<file path="src/rtl/uart_pkg.sv">
// Purpose: shared types and constants for the UART transmit-side arbitration logic.
// Latency: none (declarations only).
// Backpressure: n/a.
package uart_pkg;

    localparam int UART_DATA_W = 8;

    // Arbiter sequencing: wait in IDLE for a winner, then for busy to rise, then to fall.
    typedef enum logic [1:0] {
        ST_IDLE    = 2'd0,
        ST_WAIT_HI = 2'd1,
        ST_WAIT_LO = 2'd2
    } arb_state_t;

endpackage

</file>
<file path="src/rtl/uart_rr_pick.sv">
// Purpose: combinational rotating-priority picker; first set bit of (req & mask) at or after ptr.
// Latency: purely combinational, zero cycles.
// Backpressure: none; the caller decides whether the pick is consumed.
//
// Ports:
//   req_i      request vector
//   ptr_i      index with highest priority this cycle
//   mask_i     candidates allowed to win
//   win_oh_o   one-hot winner (all zero when nothing requests)
//   win_idx_o  binary winner index (0 when nothing requests)
//   any_o      at least one masked request present
module uart_rr_pick #(
    parameter int N  = 4,
    parameter int IW = $clog2(N)
) (
    input  logic [N-1:0]  req_i,
    input  logic [IW-1:0] ptr_i,
    input  logic [N-1:0]  mask_i,
    output logic [N-1:0]  win_oh_o,
    output logic [IW-1:0] win_idx_o,
    output logic          any_o
);

    localparam int SW = IW + 1;

    logic [N-1:0] req_m;
    logic [SW-1:0] pos;

    assign req_m = req_i & mask_i;

    // Walk the N positions starting at ptr_i, wrapping by subtraction so that
    // non-power-of-two N never produces an out-of-range index.
    always_comb begin
        win_oh_o  = '0;
        win_idx_o = '0;
        any_o     = 1'b0;
        pos       = '0;
        for (int k = 0; k < N; k++) begin
            pos = {1'b0, ptr_i} + SW'(k);
            if (pos >= SW'(N)) begin
                pos = pos - SW'(N);
            end
            if (!any_o && req_m[pos[IW-1:0]]) begin
                any_o     = 1'b1;
                win_idx_o = pos[IW-1:0];
            end
        end
        if (any_o) begin
            win_oh_o[win_idx_o] = 1'b1;
        end
    end

endmodule

</file>
<file path="src/rtl/uart_tx_arbiter.sv">
// Purpose: round-robin share of one uart_tx among NUM_REQ byte streams, with packet locking.
// Latency: uart_tx_en/uart_tx_data appear the cycle after the req_valid & req_ready handshake.
// Backpressure: req_ready is low unless idle with uart_tx_busy low; only the winner sees ready.
//
// Ports:
//   clk, resetn         clock, asynchronous active-low reset
//   req_valid/last/data per-requester byte stream (requester i uses req_data[8i+7:8i])
//   req_ready           combinational one-hot accept
//   uart_tx_en/data     one-cycle start pulse and registered byte to the transmitter
//   uart_tx_busy        transmitter busy
//   grant_id            requester owning the transmitter or the packet lock
//   grant_active        transfer in flight or packet lock held
//   err_timeout         one-cycle pulse when busy never rose after a start
module uart_tx_arbiter
    import uart_pkg::*;
#(
    parameter int NUM_REQ      = 4,
    parameter int BUSY_TIMEOUT = 8,
    parameter int IDW          = $clog2(NUM_REQ)
) (
    input  logic                           clk,
    input  logic                           resetn,
    input  logic [NUM_REQ-1:0]             req_valid,
    input  logic [NUM_REQ-1:0]             req_last,
    input  logic [UART_DATA_W*NUM_REQ-1:0] req_data,
    output logic [NUM_REQ-1:0]             req_ready,
    output logic                           uart_tx_en,
    output logic [UART_DATA_W-1:0]         uart_tx_data,
    input  logic                           uart_tx_busy,
    output logic [IDW-1:0]                 grant_id,
    output logic                           grant_active,
    output logic                           err_timeout
);

    localparam int CNT_W = $clog2(BUSY_TIMEOUT + 1);

    arb_state_t             state_q, state_d;
    logic [IDW-1:0]         rr_ptr_q, rr_ptr_d;
    logic                   lock_q, lock_d;
    logic [CNT_W-1:0]       cnt_q, cnt_d;
    logic                   tx_en_q, tx_en_d;
    logic [UART_DATA_W-1:0] tx_data_q, tx_data_d;
    logic [IDW-1:0]         gid_q, gid_d;
    logic                   err_q, err_d;

    logic [NUM_REQ-1:0]     cand_mask;
    logic [NUM_REQ-1:0]     pick_oh;
    logic [IDW-1:0]         pick_idx;
    logic                   pick_any;
    logic [UART_DATA_W-1:0] data_arr [NUM_REQ];

    function automatic logic [IDW-1:0] ptr_inc(input logic [IDW-1:0] p);
        ptr_inc = (p == IDW'(NUM_REQ - 1)) ? '0 : p + IDW'(1);
    endfunction

    for (genvar g = 0; g < NUM_REQ; g++) begin : g_data
        assign data_arr[g] = req_data[g*UART_DATA_W +: UART_DATA_W];
    end

    // While a packet is locked only its owner may win, whatever the pointer says.
    assign cand_mask = lock_q ? (NUM_REQ'(1) << gid_q) : '1;

    uart_rr_pick #(
        .N  (NUM_REQ),
        .IW (IDW)
    ) u_pick (
        .req_i     (req_valid),
        .ptr_i     (rr_ptr_q),
        .mask_i    (cand_mask),
        .win_oh_o  (pick_oh),
        .win_idx_o (pick_idx),
        .any_o     (pick_any)
    );

    always_comb begin
        state_d   = state_q;
        rr_ptr_d  = rr_ptr_q;
        lock_d    = lock_q;
        cnt_d     = cnt_q;
        tx_en_d   = 1'b0;
        tx_data_d = tx_data_q;
        gid_d     = gid_q;
        err_d     = 1'b0;
        req_ready = '0;

        case (state_q)
            ST_IDLE: begin
                // The picker only selects valid requesters, so ready implies a handshake.
                if (!uart_tx_busy && pick_any) begin
                    req_ready = pick_oh;
                    tx_data_d = data_arr[pick_idx];
                    tx_en_d   = 1'b1;
                    gid_d     = pick_idx;
                    cnt_d     = '0;
                    state_d   = ST_WAIT_HI;
                    if (req_last[pick_idx]) begin
                        lock_d   = 1'b0;
                        rr_ptr_d = ptr_inc(pick_idx);
                    end else begin
                        lock_d   = 1'b1;
                    end
                end
            end
            ST_WAIT_HI: begin
                if (uart_tx_busy) begin
                    cnt_d   = '0;
                    state_d = ST_WAIT_LO;
                end else if (cnt_q == CNT_W'(BUSY_TIMEOUT - 1)) begin
                    // Byte is dropped; release the packet so others are not starved.
                    err_d    = 1'b1;
                    lock_d   = 1'b0;
                    rr_ptr_d = ptr_inc(gid_q);
                    cnt_d    = '0;
                    state_d  = ST_IDLE;
                end else begin
                    cnt_d = cnt_q + CNT_W'(1);
                end
            end
            ST_WAIT_LO: begin
                if (!uart_tx_busy) begin
                    state_d = ST_IDLE;
                end
            end
            default: begin
                state_d = ST_IDLE;
            end
        endcase
    end

    always_ff @(posedge clk or negedge resetn) begin
        if (!resetn) begin
            state_q   <= ST_IDLE;
            rr_ptr_q  <= '0;
            lock_q    <= 1'b0;
            cnt_q     <= '0;
            tx_en_q   <= 1'b0;
            tx_data_q <= '0;
            gid_q     <= '0;
            err_q     <= 1'b0;
        end else begin
            state_q   <= state_d;
            rr_ptr_q  <= rr_ptr_d;
            lock_q    <= lock_d;
            cnt_q     <= cnt_d;
            tx_en_q   <= tx_en_d;
            tx_data_q <= tx_data_d;
            gid_q     <= gid_d;
            err_q     <= err_d;
        end
    end

    assign uart_tx_en   = tx_en_q;
    assign uart_tx_data = tx_data_q;
    assign grant_id     = gid_q;
    assign err_timeout  = err_q;
    assign grant_active = (state_q != ST_IDLE) | lock_q;

endmodule

</file>
<file path="config.mk">
export PLATFORM = sky130hd
export DESIGN_NAME = uart_tx_arbiter
export DESIGN_NICKNAME = d
export VERILOG_FILES = /design/src/rtl/uart_pkg.sv /design/src/rtl/uart_rr_pick.sv /design/src/rtl/uart_tx_arbiter.sv
export SDC_FILE = /design/constraint.sdc
export NUM_CORES = 1
export LEC_CHECK = 0
export CORE_MARGIN = 2
export CORE_UTILIZATION = 23
export CTS_BUF_LIST = sky130_fd_sc_hd__clkbuf_4 sky130_fd_sc_hd__clkbuf_8
export CTS_CLUSTER_DIAMETER = 120
export CTS_CLUSTER_SIZE = 24
export DETAILED_ROUTE_END_ITERATION = 7
export SLEW_MARGIN = 20
export SYNTH_ARGS = -nofsm -noshare
export SYNTH_HDL_FRONTEND = slang
export SYNTH_SLANG_ARGS = --single-unit
</file>
<file path="constraint.sdc">
create_clock -name clk -period 2.67 [get_ports clk]
set_input_delay 0.534 -clock clk [delete_from_list [all_inputs] [get_ports clk]]
set_output_delay 0.534 -clock clk [all_outputs]
set_load 0.03 [all_outputs]
</file>
# Yosys cells after proc, flatten, opt, wreduce, memory -nomap -nowiden
# Index checks and enable logic that the tools add are counted.
[word_totals]
n_memories = 0
regBits = 21
mem_bits_rw = 0
output_inout_bits = 17
elab_cells = 118
rom_bits = 0
latchBits = 0
input_bits = 43
[classes]
n_div = 0
n_lt_le_gt_ge = 11
reduce_logical = 17
muxes = 57
eq_ne = 11
n_addsub = 10
mul = 0
bitwise = 3
n_shift = 1
[ops]
columns = ["op", "count"]
rows = [
  ["$mux 2", 18],
  ["$mux 4", 7],
  ["$mux 1", 19],
  ["$bmux 8 s2", 1],
  ["$mux 8", 2],
  ["$lt 2x3->1 const B", 5],
  ["$ge 3x3->1 const B", 4],
  ["$bmux 1 s2", 5],
  ["$ne 2x2->1 const B", 5],
  ["$pmux 4 s2", 1],
  ["$sub 2x1->2 const B", 4],
  ["$add 2x2->3 const B", 2],
  ["$eq 2x2->1 const B", 3],
  ["$pmux 2 s3", 1],
  ["$logic_and 1x1->1", 5],
  ["$reduce_and 5->1", 1],
  ["$add 2x1->2 const B", 2],
  ["$add 4x1->4 const B", 1],
  ["$and 4x4->4", 1],
  ["$eq 4x3->1 const B", 1],
  ["$logic_not 1->1", 4],
  ["$pmux 2 s2", 1],
  ["$reduce_and 2->1", 2],
  ["$reduce_and 4->1", 1],
  ["13 further kinds", 14],
]

# Depth between registers and ports, before layout
[depth]
word_depth = 22
mapped_depth = 13
ltp_nobuf = 12

# Hierarchy
# Synthesis repeated with hierarchy kept, for this count alone.
[hier_totals]
hier_cells = 132
area_unflattened_um2 = 1492.7
[modules_own_cells]
columns = ["module", "cells_each", "n_inst", "seq_area_each_um2", "area_each_um2"]
rows = [
  ["uart_tx_arbiter", 99, 1, 525.5, 1273.7],
  ["uart_rr_pick", 33, 1, 0.0, 219.0],
]

# Worst setup path after synthesis
# No wires, ideal clock.
[synth_timing]
path_type = "flip-flop to output port"
startpoint = "reg gid_q[0], in the netlist grant_id[0]"
endpoint = "out req_ready[3]"
path_stages_with_launch = 12
path_slack_ns = -0.249
t_required_ns = 2.136
arrival_ns = 2.385
path_cell_list = "dfrtp_1 -> ha_1 -> mux2i_1 -> a21oi_2 -> nand2_1 -> a21oi_1 -> o211ai_2 -> buf_2 -> inv_1 -> ha_1 -> inv_1 -> nor2_1"
[synth_between]
elab_chain_cells = 22
elab_cells_between_ends = 34
[synth_lines]
columns = ["item", "line", "source"]
rows = [
  ["start: declaration", "uart_tx_arbiter.sv:43", "logic [IDW-1:0] gid_q, gid_d;"],
  ["start signal: assignment", "uart_tx_arbiter.sv:147", "gid_q <= gid_d;"],
  ["$shl 1x2->4 (*)", "uart_tx_arbiter.sv:61", "assign cand_mask = lock_q ? (NUM_REQ'(1) << gid_q) : '1;"],
  ["$mux 4 (*)", "uart_tx_arbiter.sv:61", ""],
  ["$and 4x4->4 (*)", "uart_rr_pick.sv:29", "assign req_m = req_i & mask_i;"],
  ["$bmux 1 s2", "uart_rr_pick.sv:43", "if (!any_o && req_m[pos[IW-1:0]]) begin"],
  ["$mux 1 (not written as such)", "uart_rr_pick.sv:43", ""],
  ["$mux 1", "uart_rr_pick.sv:43", ""],
  ["$logic_not 1->1", "uart_rr_pick.sv:43", ""],
  ["$logic_and 1x1->1", "uart_rr_pick.sv:43", ""],
  ["[7 not listed]", "-", ""],
  ["net pick_idx[0]", "uart_tx_arbiter.sv:48", "logic [IDW-1:0] pick_idx;"],
  ["$lt 2x3->1 (not written as such) / $ge 2x1->1 (equally long branches)", "uart_rr_pick.sv:49", "win_oh_o[win_idx_o] = 1'b1;"],
  ["$logic_and 1x1->1 (not written as such)", "uart_rr_pick.sv:49", ""],
  ["$mux 1 (not written as such)", "uart_rr_pick.sv:49", ""],
  ["$demux 1 s2 (*)", "-", ""],
  ["$mux 4 (*)", "uart_rr_pick.sv:48", "if (any_o) begin"],
  ["$mux 4 (*)", "uart_tx_arbiter.sv:89", "if (!uart_tx_busy && pick_any) begin"],
  ["$mux 4 (*)", "uart_tx_arbiter.sv:86", "case (state_q)"],
  ["end: declaration", "uart_tx_arbiter.sv:26", "output logic [NUM_REQ-1:0] req_ready,"],
]
# The timed path passes the listed nets; every way through them passes the cells marked *. The select of a mux whose other input is x is not followed.

# Final worst setup path
[layout_timing]
startpoint = "reg gid_q[0], in the netlist grant_id[0]"
endpoint = "out req_ready[0]"
[layout_between]
elab_chain_cells = 22
elab_cells_between_ends = 34
[layout_lines]
columns = ["item", "line"]
rows = [
  ["$shl 1x2->4 (*)", "uart_tx_arbiter.sv:61"],
  ["$mux 4 (*)", "uart_tx_arbiter.sv:61"],
  ["$and 4x4->4 (*)", "uart_rr_pick.sv:29"],
  ["$bmux 1 s2", "uart_rr_pick.sv:43"],
  ["$mux 1 (not written as such)", "uart_rr_pick.sv:43"],
  ["$mux 1", "uart_rr_pick.sv:43"],
  ["$logic_not 1->1", "uart_rr_pick.sv:43"],
  ["$logic_and 1x1->1", "uart_rr_pick.sv:43"],
  ["[6 not listed]", "-"],
  ["$mux 2", "uart_rr_pick.sv:43"],
  ["$lt 2x3->1 (not written as such) / $ge 2x1->1 (equally long branches)", "uart_rr_pick.sv:49"],
  ["$logic_and 1x1->1 (not written as such)", "uart_rr_pick.sv:49"],
  ["$mux 1 (not written as such)", "uart_rr_pick.sv:49"],
  ["$demux 1 s2", "-"],
  ["$mux 4", "uart_rr_pick.sv:48"],
  ["$mux 4 (*)", "uart_tx_arbiter.sv:89"],
  ["$mux 4 (*)", "uart_tx_arbiter.sv:86"],
]
# Every way passes the cells marked *; elsewhere a longest branch is shown, timed or not. The select of a mux whose other input is x is not followed.

==> out/qor.csv <==
stage,metric,value,unit
clocking,cts_buffers,3,
logic_synthesis,avgSynthCellArea,9.43,um2
critical_path,timing.rr.end,rr_ptr_q[1],
sta,relSlewSlack,56.1,%
logic_synthesis,synth_top_area_share,35.3,%
floorplanning,ios,60,
grt,antenna_found_initial,0,
floorplanning,die_w,84.5,um
grt,grt_remaining_overflow,0,
route,via_per_inst,4.65,
floorplanning,die_h,84.5,um
critical_path,r2r-start,grant_id[0],
sta,fin_skew,0.00611,ns
floorplanning,coreArea,0.00631,mm2
layout,drive_gt1_share,30.0,%
sta,setup_viol,4,
route,drt_pass1_iterations,4,
critical_path,cpLargestDelayFamily,compound AO/OA/AOI/OAI gates,
grt,grt_first_pass_wirelength,6770,um
logic_synthesis,ys.flop_type,dfrtp_1,
logic_synthesis,yosysWarnings,0,
logic_synthesis,seq_area_frac_synth,35.3,%
clocking,cts-htree-levels,1,
critical_path,required,2.14,ns
pwr,leakagePower,0.00114,uW
critical_path,max_stage_delay,0.45,ns
route,vias,1474,
route,wl_per_cell,12.9,um
clocking,tritoncts,built,
floorplanning,die_area,0.00714,mm2
layout,multi_input_area,0.00105,mm2
layout,antennaDiodeCount,0,
logic_synthesis,yosys.cell_count.top_type,mux2i_1,
clocking,root_buffer,clkbuf_8,
critical_path,cp-endpoint,req_ready[0],
clocking,cts-hold-fix-buffers,0,
sta,finalSetupTns,-0.663,ns
logic_synthesis,yosys.area.top_type,dfrtp_1,
logic_synthesis,netlist_area,0.00149,mm2
critical_path,cp_max_fo,6,
layout,seq_area,528,um2
critical_path,ff2ff_setup_slack,0.08,ns
outcome,violations,negative setup slack,
layout,area_growth_syn_to_layout,74.8,%
critical_path,worstPathCellList,"buf_6, ha_4, mux2i_4, a21oi_4, a21oi_2, a21oi_2, o211ai_4, buf_12, ha_4, and2_4, buf_6",
clocking,clk_pin_slew_worst_paths,0.07,ns
layout,fillCellCount,646,
logic_synthesis,synth_cell_types,36,
sta,worst_pin_slew,0.656,ns
critical_path,arrival,2.32,ns
pwr,peakVddDrop,0.585,mV
critical_path,cp-start-kind,register,
logic_synthesis,postSynth.asyncResetShare,100,%
route,totalWireLength,4080,um
job,drv_cap,0,
pwr,power_density,1280,mW/mm2
grt,grt_pass1_vias,1459,
placed_design,dp_hpwl,3130,um
placed_design,placed_cells,308,
sta,post-route-period-util,107,%
sta,timing.hold.ws,0.492,ns
route,drt_iter0_drc,33,
critical_path,path_depth,11,
logic_synthesis,synth-edff-count,0,
route,drcViolationCount,0,
clocking,clockBufferDepth,2,
logic_synthesis,synth_common_cells,"25 x mux2i_1, 21 x dfrtp_1, 20 x nand2_1",
critical_path,criticalPathCategory,register to output pin,
placed_design,io_buffers,59,
critical_path,crit_buf_inv,3,
grt,grt_max_degree,15,
critical_path,startpoint,grant_id[0],
floorplanning,initial_utilization,23.6,%
critical_path,crit_slowest_cell,dfrtp_2,
logic_synthesis,yosys-top-cells-area,"dfrtp_1 35%, mux2i_1 17%, ha_1 7.6%",
placed_design,routabilityCongestion,0.762,
grt,gr-usage-all-layers,11.5,%
logic_synthesis,synth_nets,210,
layout,utilization,41.3,%
sta,rsz0062_at_grt,true,
clocking,cts_sinks,21,
floorplanning,rows,29,
hold_path,hold_class,register to register,
layout,final_nets,293,
critical_path,cp-end-kind,output pin,
sta,fin_ws,-0.183,ns
route,ant_nets,0,
sta,fmax,351,MHz
sta,drv_slew,0,
layout,instances_no_fill,317,
logic_synthesis,syn_inst,158,
outcome,status,finished with violations,
clocking,clock_latency,0.26,ns
logic_synthesis,ys_seq_elements,21,
sta,final_hold_viol_count,0,
sta,period_needed,2.85,ns
placed_design,place_ws,-0.319,ns
critical_path,ff2ff_path_depth,11,
## placed cells by master (no fill, tap or decap), types with 2 or more instances in the layout
cell type / synthesis / routed
mux2i_1: 25 / 23
a21oi_1: 8 / 5
o221ai_1: 8 / 8
nand3_1: 5 / 5
ha_4: 0 / 5
clkdlybuf4s50_1: 0 / 51
dfrtp_2: 0 / 2
a21oi_2: 2 / 4
a31oi_1: 3 / 2
buf_12: 0 / 4
and2_4: 0 / 3
nand2b_1: 5 / 4
o21ai_0: 5 / 5
nand2_1: 20 / 19
dlygate4sd2_1: 0 / 4
nor3_1: 4 / 4
clkbuf_8: 0 / 3
ha_2: 0 / 3
inv_2: 0 / 4
buf_4: 0 / 22
nor2_1: 6 / 4
dfrtp_1: 21 / 19
buf_6: 1 / 4
inv_1: 9 / 4
## repair_timing
action,4_1_cts,5_1_grt
buffers inserted,2,3
endpoints found under the setup margin,4,5
gates resized for setup,27,16
pin swaps,6,8
## worst min-delay path by stage
stage / start / endpoint / cells after the start
after floorplan: resetn / cnt_q[0] / 0
final: uart_tx_data[5] / uart_tx_data[5] / 2
after global routing: uart_tx_data[2] / uart_tx_data[2] / 2
after CTS: uart_tx_data[5] / uart_tx_data[5] / 2
after detailed placement: uart_tx_data[5] / uart_tx_data[5] / 2
after global placement: uart_tx_data[0] / uart_tx_data[0] / 2
## cells by family (layout without fill, tap and decap cells)
family	count (synthesis)	in the layout	share of synthesized area, %
xor gates and xnor gates	1	1	0.588
adders and majority gates	9	9	7.56
buffers and inverters	17	99	5.37
muxes	27	27	18.3
AOI/OAI and AO/OA	36	36	18.2
and+or+nand+nor	47	47	14.7
DFF	21	21	35.3
## through the flow
stage	total power [uW]	area, um2
final	3340	2610
after global routing	3610	2610
after CTS	3150	2500
after detailed placement	2750	2340
after global placement	2750	2340
after floorplan	1920	1510
## final cells by class
type | count | area share, %
Multi-Input combinational cell | 120 | 40.3
Timing Repair Buffer | 85 | 32.1
Sequential cell | 21 | 20.3
Tap cell | 77 | 3.70
Clock buffer | 4 | 1.87
Inverter | 10 | 1.73
## flip-flops by register name, summed over array words and instances (netlist names)
| signal | flops |
|---|---|
| cnt_q | 4 |
| err_timeout | 1 |
| grant_id | 2 |
| lock_q | 1 |
| rr_ptr_q | 2 |
| state_q | 2 |
| uart_tx_data | 8 |
| uart_tx_en | 1 |
## routing by layer
layer  wire (um)  global-route usage [%]  vias up
met3         225                    2.65        4
met1        1840                    14.9      694
met4          31                    2.60        0
met2        1990                    19.5       34
li1            -                       -      742
met5           0                       0        -
## tightest hold or removal path: cells and delay by family, from the launching register on
kind,cells,cell delay (ns)
flops,1,0.35
simple gates,1,0.05
compound gates,1,0.06
## where the power goes
part / leakage [uW] / switching (uW) / internal, uW
Clock: 0.0000262 / 104 / 116
Sequential: 0.000265 / 127 / 454
Combinational: 0.000844 / 1270 / 1270
Note: power is estimated with default switching activity, not from simulation.
